## config.mk

```make
export PLATFORM = sky130hd
export DESIGN_NAME = dcache_controller
export DESIGN_NICKNAME = d
export VERILOG_FILES = /design/src/rtl/dcache_controller.sv
export SDC_FILE = /design/constraint.sdc
export NUM_CORES = 1
export LEC_CHECK = 0
export CAP_MARGIN = 20
export CORE_AREA = 2 2 161 163
export CTS_BUF_LIST = sky130_fd_sc_hd__clkbuf_16
export DETAILED_ROUTE_END_ITERATION = 10
export DIE_AREA = 0 0 163 165
export HOLD_SLACK_MARGIN = 0.02
export PLACE_DENSITY = 0.8
export SETUP_SLACK_MARGIN = 0.1
export SYNTH_ARGS = -nofsm -noshare
export SYNTH_HDL_FRONTEND = slang
export SYNTH_SLANG_ARGS = --single-unit
```

## constraint.sdc

```tcl
create_clock -name CLK -period 6 [get_ports CLK]
set_input_delay 0.9 -clock CLK [delete_from_list [all_inputs] [get_ports CLK]]
set_output_delay 0.9 -clock CLK [all_outputs]
set_load 0.005 [all_outputs]
```

## src/rtl/dcache_controller.sv

```systemverilog
// -----------------------------------------------------------------------------
// dcache_controller
// Direct-mapped, write-back data cache between the CPU byte-wide data port and
// a block-wide (4 bytes) data memory. Hits complete with zero stall; misses
// are sequenced by a small FSM: optional write-back of a dirty victim, block
// refill, then one UPDATE cycle after which the access completes as a hit.
//
// Address split: ADDRESS = {tag[TAG_BITS-1:0], index[INDEX_BITS-1:0], offset[1:0]}
//
// Ports
//   CLK, RESET      clock, synchronous active-high reset
//   READ, WRITE     CPU request strobes (level); WRITE wins if both are high
//   ADDRESS         CPU byte address
//   WRITEDATA       CPU store byte
//   READDATA        CPU load byte (combinational on read hit, holds otherwise)
//   BUSYWAIT        CPU stall (combinational)
//   MEM_READ        registered block read request
//   MEM_WRITE       registered block write request
//   MEM_ADDRESS     block address {tag, index}
//   MEM_WRITEDATA   block to memory, byte0 in [7:0]
//   MEM_READDATA    block from memory
//   MEM_BUSYWAIT    memory busy; a low cycle after the first request cycle
//                   marks completion
//   HIT_COUNT, MISS_COUNT  saturating statistics, only when CACHE_STATS_EN
//
// Optional feature macro: CACHE_STATS_EN
// -----------------------------------------------------------------------------
module dcache_controller #(
    parameter int INDEX_BITS = 3
) (
    input  logic        CLK,
    input  logic        RESET,
    input  logic        READ,
    input  logic        WRITE,
    input  logic [7:0]  ADDRESS,
    input  logic [7:0]  WRITEDATA,
    output logic [7:0]  READDATA,
    output logic        BUSYWAIT,
    output logic        MEM_READ,
    output logic        MEM_WRITE,
    output logic [5:0]  MEM_ADDRESS,
    output logic [31:0] MEM_WRITEDATA,
    input  logic [31:0] MEM_READDATA,
    input  logic        MEM_BUSYWAIT
`ifdef CACHE_STATS_EN
    ,
    output logic [15:0] HIT_COUNT,
    output logic [15:0] MISS_COUNT
`endif
);

    localparam int TAG_BITS   = 6 - INDEX_BITS;
    localparam int NUM_BLOCKS = 2 ** INDEX_BITS;

    typedef enum logic [1:0] {
        IDLE       = 2'd0,
        WRITE_BACK = 2'd1,
        MEM_FETCH  = 2'd2,
        UPDATE     = 2'd3
    } state_t;

    state_t                  state_r;
    logic [NUM_BLOCKS-1:0]   valid_r;
    logic [NUM_BLOCKS-1:0]   dirty_r;
    logic [TAG_BITS-1:0]     tag_arr_r  [NUM_BLOCKS];
    logic [31:0]             data_arr_r [NUM_BLOCKS];

    // Miss target is latched so the transaction can finish even if the CPU
    // withdraws its request and moves the address.
    logic [INDEX_BITS-1:0]   miss_index_r;
    logic [TAG_BITS-1:0]     miss_tag_r;
    // High during the first cycle of a memory request, where MEM_BUSYWAIT is
    // still the stale idle value and must not be taken as completion.
    logic                    first_r;

    logic                    mem_read_r;
    logic                    mem_write_r;
    logic [5:0]              mem_address_r;
    logic [31:0]             mem_writedata_r;
    logic [7:0]              readdata_r;

    logic                    req_s;
    logic                    wr_req_s;
    logic                    rd_req_s;
    logic                    hit_s;
    logic [TAG_BITS-1:0]     cur_tag_s;
    logic [INDEX_BITS-1:0]   cur_index_s;
    logic [1:0]              offset_s;
    logic [31:0]             cur_block_s;
    logic [7:0]              sel_byte_s;
    logic                    fill_s;
    logic                    write_hit_s;

    assign cur_tag_s   = ADDRESS[7 -: TAG_BITS];
    assign cur_index_s = ADDRESS[2 +: INDEX_BITS];
    assign offset_s    = ADDRESS[1:0];

    // Request decode, hit detection, byte select and CPU-side outputs.
    always_comb begin
        req_s       = READ | WRITE;
        wr_req_s    = WRITE;
        rd_req_s    = READ & ~WRITE;
        cur_block_s = data_arr_r[cur_index_s];
        hit_s       = valid_r[cur_index_s] & (tag_arr_r[cur_index_s] == cur_tag_s);
        case (offset_s)
            2'd0:    sel_byte_s = cur_block_s[7:0];
            2'd1:    sel_byte_s = cur_block_s[15:8];
            2'd2:    sel_byte_s = cur_block_s[23:16];
            2'd3:    sel_byte_s = cur_block_s[31:24];
            default: sel_byte_s = 8'h00;
        endcase
        BUSYWAIT = req_s & ((state_r != IDLE) | ~hit_s);
        if (rd_req_s & hit_s) begin
            READDATA = sel_byte_s;
        end else begin
            READDATA = readdata_r;
        end
        fill_s      = ~RESET & (state_r == MEM_FETCH) & ~first_r & ~MEM_BUSYWAIT;
        write_hit_s = ~RESET & (state_r == IDLE) & wr_req_s & hit_s;
    end

    // Tag/data arrays: refill on memory completion, byte write on write hit.
    always_ff @(posedge CLK) begin
        if (fill_s) begin
            tag_arr_r[miss_index_r]  <= miss_tag_r;
            data_arr_r[miss_index_r] <= MEM_READDATA;
        end else if (write_hit_s) begin
            data_arr_r[cur_index_s][{offset_s, 3'b000} +: 8] <= WRITEDATA;
        end
    end

    // Controller FSM with valid/dirty state and registered memory outputs.
    always_ff @(posedge CLK) begin
        if (RESET) begin
            state_r         <= IDLE;
            valid_r         <= '0;
            dirty_r         <= '0;
            miss_index_r    <= '0;
            miss_tag_r      <= '0;
            first_r         <= 1'b0;
            mem_read_r      <= 1'b0;
            mem_write_r     <= 1'b0;
            mem_address_r   <= 6'h00;
            mem_writedata_r <= 32'h0000_0000;
            readdata_r      <= 8'h00;
        end else begin
            if (rd_req_s & hit_s) begin
                readdata_r <= sel_byte_s;
            end
            case (state_r)
                IDLE: begin
                    if (req_s & ~hit_s) begin
                        miss_index_r <= cur_index_s;
                        miss_tag_r   <= cur_tag_s;
                        first_r      <= 1'b1;
                        if (dirty_r[cur_index_s]) begin
                            state_r         <= WRITE_BACK;
                            mem_write_r     <= 1'b1;
                            mem_address_r   <= {tag_arr_r[cur_index_s], cur_index_s};
                            mem_writedata_r <= data_arr_r[cur_index_s];
                        end else begin
                            state_r       <= MEM_FETCH;
                            mem_read_r    <= 1'b1;
                            mem_address_r <= {cur_tag_s, cur_index_s};
                        end
                    end else if (wr_req_s & hit_s) begin
                        dirty_r[cur_index_s] <= 1'b1;
                    end
                end
                WRITE_BACK: begin
                    if (first_r) begin
                        first_r <= 1'b0;
                    end else if (~MEM_BUSYWAIT) begin
                        dirty_r[miss_index_r] <= 1'b0;
                        mem_write_r           <= 1'b0;
                        // A withdrawn request skips the refill.
                        if (req_s) begin
                            state_r       <= MEM_FETCH;
                            mem_read_r    <= 1'b1;
                            first_r       <= 1'b1;
                            mem_address_r <= {miss_tag_r, miss_index_r};
                        end else begin
                            state_r <= IDLE;
                        end
                    end
                end
                MEM_FETCH: begin
                    if (first_r) begin
                        first_r <= 1'b0;
                    end else if (~MEM_BUSYWAIT) begin
                        valid_r[miss_index_r] <= 1'b1;
                        dirty_r[miss_index_r] <= 1'b0;
                        mem_read_r            <= 1'b0;
                        state_r               <= UPDATE;
                    end
                end
                UPDATE: begin
                    state_r <= IDLE;
                end
                default: begin
                    state_r     <= IDLE;
                    mem_read_r  <= 1'b0;
                    mem_write_r <= 1'b0;
                end
            endcase
        end
    end

    assign MEM_READ      = mem_read_r;
    assign MEM_WRITE     = mem_write_r;
    assign MEM_ADDRESS   = mem_address_r;
    assign MEM_WRITEDATA = mem_writedata_r;

`ifdef CACHE_STATS_EN
    logic [15:0] hit_count_r;
    logic [15:0] miss_count_r;
    // Marks an access that already paid for a refill so its final hit is not
    // counted as a hit.
    logic        refill_r;

    // Saturating hit/miss statistics.
    always_ff @(posedge CLK) begin
        if (RESET) begin
            hit_count_r  <= 16'h0000;
            miss_count_r <= 16'h0000;
            refill_r     <= 1'b0;
        end else if (state_r == IDLE) begin
            if (req_s & ~hit_s) begin
                refill_r <= 1'b1;
                if (miss_count_r != 16'hFFFF) begin
                    miss_count_r <= miss_count_r + 16'h0001;
                end
            end else if (req_s & hit_s) begin
                refill_r <= 1'b0;
                if (~refill_r && (hit_count_r != 16'hFFFF)) begin
                    hit_count_r <= hit_count_r + 16'h0001;
                end
            end else begin
                refill_r <= 1'b0;
            end
        end
    end

    assign HIT_COUNT  = hit_count_r;
    assign MISS_COUNT = miss_count_r;
`endif

endmodule

```

==> impl_metrics.toml, run 1 <==
[status]
status = "complete, no violations"

[routing]
ant_nets = 0
drt-vias-per-instance = 6.54
drt_wl_total_mm = 40.1
dr.pass1.iters = 6
drc = 0
first_iter_violations = 1512
wl_per_cell_um = 25.9
vias = 10100

[logic_synthesis]
yosysSeqAreaShare_pct = 66.0
synthTopCellsByCount = "edfxtp_1, nor2_1, nand2_1, dfxtp_1, o21ai_0"
synth_seq_cells = 353
yosys.cell_count.top_type = "edfxtp_1"
synth_edf_count = 280
yosysTopAreaCell = "edfxtp_1"
synth_top_area_share_pct = 56.3
syn-num-nets = 1160
syn_area_um2 = 14900
async_reset_ff_share_pct = 0
ys_warn_count = 0
synth_top_flop_cell = "edfxtp_1"
synth.area.top_cells = "edfxtp_1, dfxtp_1, mux4_2"
synthCells = 1097
avgSynthCellArea_um2 = 13.6
synthDistinctLibCells = 65

[worst_hold_path]
hold_depth = 1
min_from = "valid_r[7]"
hold_end = "valid_r[7]"
hold_path.class = "flip-flop to flip-flop"

[place]
gp_congestion = 0.941
pre_cts_ws_ps = 1100
hpwl_mm = 27.4
portBuffers = 101

[worst_setup_path]
crit_buf_inv = 3
r2r_slack_ps = 2060
r2r-start = "state_r[0]"
start_kind = "input pin"
path_depth = 10
crit_path_end_kind = "output pin"
worst_ep_arrival_time_ps = 4190
slowest_stage = "nor2b_1"
r2r-end = "data_arr_r[2][20]"
cp_cell_sequence = "buf_2, buf_4, nor2b_1, a221oi_1, o22ai_1, a222oi_1, nor2_1, a21oi_1, mux2i_1, clkdlybuf4s50_1"
critPathMaxFanout = 28
cp_top_family = "simple AND/OR/NAND/NOR gates"
timing_worst_setup_path_type = "input pin to output pin"
r2r_cells = 8
cp_data_required_time_ps = 5100
cpPeakStageDelay_ps = 960

[grt]
grt_pass1_wl_mm = 59.1
grt_max_degree = 57
overflow = 0
grt_pass1_vias = 9807
antenna_found_initial = 1
gr-usage-all-layers_pct = 30.2

[power]
leakagePower_nw = 5.99
powerDensity_nw_per_um2 = 344
power_w = 0.00599
ir_drop_v = 0.000268

[sta]
drv_slew = 0
fin_skew_ps = 10.5
finalCritPeriodShare_pct = 84.9
tns_ps = 0
fin_ws_ps = 906
relSlewSlack_pct = 20.5
finalHoldViolCount = 0
setup_viol = 0
fmax_mhz = 196
worst_slew_pin_slew_ps = 1190
rsz0062_at_grt = "false"
finalCriticalPeriod_ps = 5090

[finish]
drive_above_1_share_pct = 14.0
nets = 1254
syn_to_final_growth_pct = 16.7
antenna_cells = 0

[clock_network]
clockBufferDepth = 3
cts-buffers-inserted = 36
cts_tree = "done"
numClockSinks = 353
ctsResizeCount = 0
clk_pin_slew_ps = 60
cts-root-buf = "clkbuf_16"
hold_buffers = 0
postCtsSetupBuffers = 0
h-tree-depth = 2
insertion_delay_ps = 530

[die]
coreArea_um2 = 25000
die_h_um = 165
ios = 102
die_area_um2 = 26900
die_x_um = 163
initial_utilization_pct = 59.7
rows = 58

[run]
drv_cap = 0
## layer usage
metal	share of wire, %	track usage, %
met2	46	47.5
met3	12	6.93
met1	37	40.6
met5	0	0
met4	4.4	13.2
## final cells by class
cell class                      count  area [um2]
Sequential cell                   353        9870
Fill cell                        1670        7600
Multi-Input combinational cell    654        4670
Timing Repair Buffer              126        1180
Clock buffer                       38         951
Tap cell                          330         413
Clock inverter                     27         275
Inverter                           20        75.1
## sequential cells by signal, indices dropped and copies added (netlist names)
name	count
data_arr_r	256
miss_tag_r	3
MEM_WRITE	1
state_r	2
MEM_READ	1
miss_index_r	3
tag_arr_r	24
readdata_r	8
valid_r	8
dirty_r	8
MEM_ADDRESS	6
first_r	1
MEM_WRITEDATA	32
## layout by cell type, fill, tap and decap left out, types with 5 or more instances in the layout
cell	instances
a221o_1	8
o21ai_0	47
mux4_2	30
edfxtp_1	280
a22oi_1	19
buf_4	25
o311ai_0	6
inv_1	27
nor2b_1	11
mux2i_1	40
ha_1	10
a221oi_1	32
nand2b_1	8
mux2_2	41
a211oi_1	14
and2_1	10
nand2_1	109
clkinv_1	5
or3_1	5
clkbuf_16	38
o22ai_1	11
nor2_1	132
a21o_1	9
nor3_1	29
nand3_1	5
dfxtp_1	73
bufinv_16	5
clkdlybuf4s50_1	97
a21oi_1	12
## per-stage QoR
step	hold WS, ps	utilization [%]	area (um2)	instances
2_1_floorplan	418	-	14900	1097
3_3_place_gp	436	64.7	16200	1482
3_5_place_dp	451	64.7	16200	1482
4_1_cts	465	69.6	17400	1547
5_1_grt	485	69.6	17400	1548
6_report	467	69.6	17400	1548
## power breakdown
part / switching [W] / internal, W / leakage, nW / total [W]
Clock: 0.000927 / 0.00137 / 0.632 / 0.00230
Combinational: 0.000521 / 0.000345 / 2.24 / 0.000866
Sequential: 0.0000731 / 0.00275 / 3.12 / 0.00283
Total: 0.00152 / 0.00447 / 5.99 / 0.00599
## logic make-up after synthesis
| group | synth area share [%] |
|---|---|
| multiplexers | 10.7 |
| adder cells (fa/ha/maj) | 0.837 |
| AO/OA/AOI/OAI | 9.98 |
| AND/OR/NAND/NOR | 9.51 |
| XOR/XNOR | 0.168 |
| flip-flops | 66.0 |
| buffers and inverters | 2.71 |
## worst reg2reg max path, delay by kind of cell, from the launching register on
family,cells,cell delay (ps)
AOI/OAI and AO/OA,2,1530
adders and majority gates,1,230
buffers and inverters,3,760
DFF,1,370
and+or+nand+nor,2,720
## worst max path at each step
stage	startpoint	to	slack, ps
after floorplan	ADDRESS[2]	READDATA[2]	2120
after global placement	ADDRESS[3]	READDATA[2]	1090
after detailed placement	ADDRESS[2]	READDATA[5]	1100
after CTS	ADDRESS[2]	READDATA[0]	1090
after global routing	ADDRESS[2]	READDATA[6]	760
final	ADDRESS[3]	READDATA[2]	910
Note: power is estimated with default switching activity, not from simulation.
==> run 2: changes to the inputs <==
- CORE_AREA: 2 2 161 163 -> 2 2 171 173
- DIE_AREA: 0 0 163 165 -> 0 0 173 175
- PLACE_DENSITY: 0.8 -> 0.75
- clock period: 6 -> 4.4 ns (I/O delays scaled with it)
==> run 2 against run 1 <==
  * Clock-buffer cell count decreased by 2
  * Hold slack worse by 2.0 ps
  * Routed wire length rose by 0.25%
  * Clock skew is 13 ps higher
  * Via count about the same
  * Worst setup slack worse by 730 ps
  * Critical path type unchanged
  * Largest cell class unchanged
==> impl_metrics.toml, run 2 (synthesis results as in run 1) <==
[grt]
overflow = 0
grt_pass1_vias = 9897
grt_pass1_wl_mm = 60.1
gr-usage-met1_pct = 36.4
grt_max_degree = 66
gr-usage-all-layers_pct = 26.5
grt_busiest_layer = "met2"
grtUsageMet3_pct = 5.74
met2_usage_pct = 42.0
antenna_found_initial = 0

[worst_setup_path]
r2r_slack_ps = 990
r2r_cells = 6
cp_cell_sequence = "buf_6, buf_12, and2_0, a221oi_1, o22ai_1, a221oi_1, a22oi_1, mux2_4, clkdlybuf4s50_1"
worst_ep_arrival_time_ps = 3560
startpoint = "ADDRESS[2]"
critPathMaxFanout = 29
cp-endpoint = "READDATA[1]"
cp_data_required_time_ps = 3740
crit_path_frequent_cell = "a221oi_1"
crit_path_end_kind = "output pin"
r2r-end = "data_arr_r[1][7]"
start_kind = "input pin"
timing_worst_setup_path_type = "input pin to output pin"
cpPeakStageDelay_ps = 630
r2r-start = "tag_arr_r[4][1]"
slowest_stage = "and2_0"

[sta]
tns_ps = 0
finalHoldViolCount = 0
finalCriticalPeriod_ps = 4220
relSlewSlack_pct = 25.3
fmax_mhz = 237
fin_ws_ps = 177
setup_viol = 0
finalCritPeriodShare_pct = 96.0
worst_slew_pin_slew_ps = 1110
rsz0062_at_grt = "false"
drv_slew = 0
fin_skew_ps = 23.3

[die]
initial_utilization_pct = 52.6
rows = 62
die_h_um = 175
coreArea_um2 = 28400
ios = 102
die_x_um = 173
die_area_um2 = 30300

[place]
dp_cells = 1592
gp_congestion = 0.954
portBuffers = 101
pre_cts_ws_ps = 173
hpwl_mm = 28.2
place_area_um2 = 16800

[power]
seqPwrFrac_pct = 46.1
ir_drop_v = 0.000214
cellInternalPower_w = 0.00630
pwr-share-clk_pct = 39.1
powerDensity_nw_per_um2 = 461
power_w = 0.00835
swShare_pct = 24.5
p_comb_share_pct = 14.8
leakagePower_nw = 6.35
p_switching_w = 0.00205

[clock_network]
h-tree-depth = 2
clk_pin_slew_ps = 60
numClockSinks = 353
cts_tree = "done"
clockBufferDepth = 3
insertion_delay_ps = 530
postCtsSetupBuffers = 0
cts-buffers-inserted = 35
cts-root-buf = "clkbuf_16"

[routing]
drc = 0
dr.pass1.iters = 6
drt-vias-per-instance = 6.08
ant_nets = 0
wl_per_cell_um = 24.2
vias = 10100
drt_wl_total_mm = 40.2
first_iter_violations = 1386

[finish]
largest_register = "data_arr_r"
syn_to_final_growth_pct = 21.2
final_common_cell = "edfxtp_1"
area.sequential_um2 = 9870
multiInputGateArea_um2 = 4680
largest_register_ffs = 256
design_area_um2 = 18100
num-fill-cells = 2083
instances_no_fill = 1664
drive_above_1_share_pct = 18.6
antenna_cells = 0
final_cell_mix = "edfxtp_1, nor2_1, nand2_1"
nets = 1316

[status]
status = "complete, no violations"

[run]
drv_cap = 0

[worst_hold_path]
hold_path.class = "flip-flop to flip-flop"
## run 2: cell count changes in the layout (fill, tap and decap cells not counted), sizes merged
cell / before / now
clkinv: 10 / 9
inv: 31 / 29
buf: 28 / 82
clkbuf: 39 / 46
bufinv: 5 / 9
## run 2: critical path: cells and delay by family
family	cells	cell delay [ps]
compound gates	4	1070
buf+inv	3	950
simple gates	1	630
mux	1	220
## run 2: cell type report
cell class	instances	area share (%)
flip-flops and latches	353	54.5
multi-input cells	654	25.8
repair buffers	189	9.59
clock buffers	36	4.97
well taps	384	2.65
clock inverters	28	2.03
inverters	20	0.414
## run 2: metal layers
metal,part of all wire (%),vias up
met5,0,-
met4,3.3,0
met3,11,89
met2,47,651
met1,39,4896
li1,-,4481
## run 2: how the worst min path moves through the flow
| stage | start | end | slack, ps | cells after the start |
|---|---|---|---|---|
| after global placement | valid_r[1] | valid_r[1] | 440 | 1 |
| final | valid_r[4] | valid_r[4] | 470 | 1 |
| after detailed placement | valid_r[4] | valid_r[4] | 450 | 1 |
| after floorplan | valid_r[0] | valid_r[0] | 420 | 1 |
| after CTS | valid_r[4] | valid_r[4] | 470 | 1 |
| after global routing | valid_r[0] | valid_r[0] | 490 | 1 |
## run 2: metrics by stage
step	util, %	hold WS (ps)
after global routing	63.8	495
after global placement	59.0	439
after CTS	63.5	467
after detailed placement	59.0	452
final	63.8	465
after floorplan	-	418
## run 2: what timing repair did
| action | CTS | global route |
|---|---|---|
| hold buffers | 0 | 0 |
| gates resized for setup | 0 | 7 |
| endpoints found under the setup margin | 0 | 8 |
## run 2: power by group through the flow
| stage | clock network (W) | registers [W] | logic (W) |
|---|---|---|---|
| 6_report | 0.00326 | 0.00385 | 0.00124 |
| 4_1_cts | 0.00329 | 0.00385 | 0.00121 |
| 5_1_grt | 0.00341 | 0.00386 | 0.00133 |
| 2_1_floorplan | 0 | 0.00389 | 0.000731 |
| 3_3_place_gp | 0 | 0.00391 | 0.00118 |
| 3_5_place_dp | 0 | 0.00392 | 0.00120 |
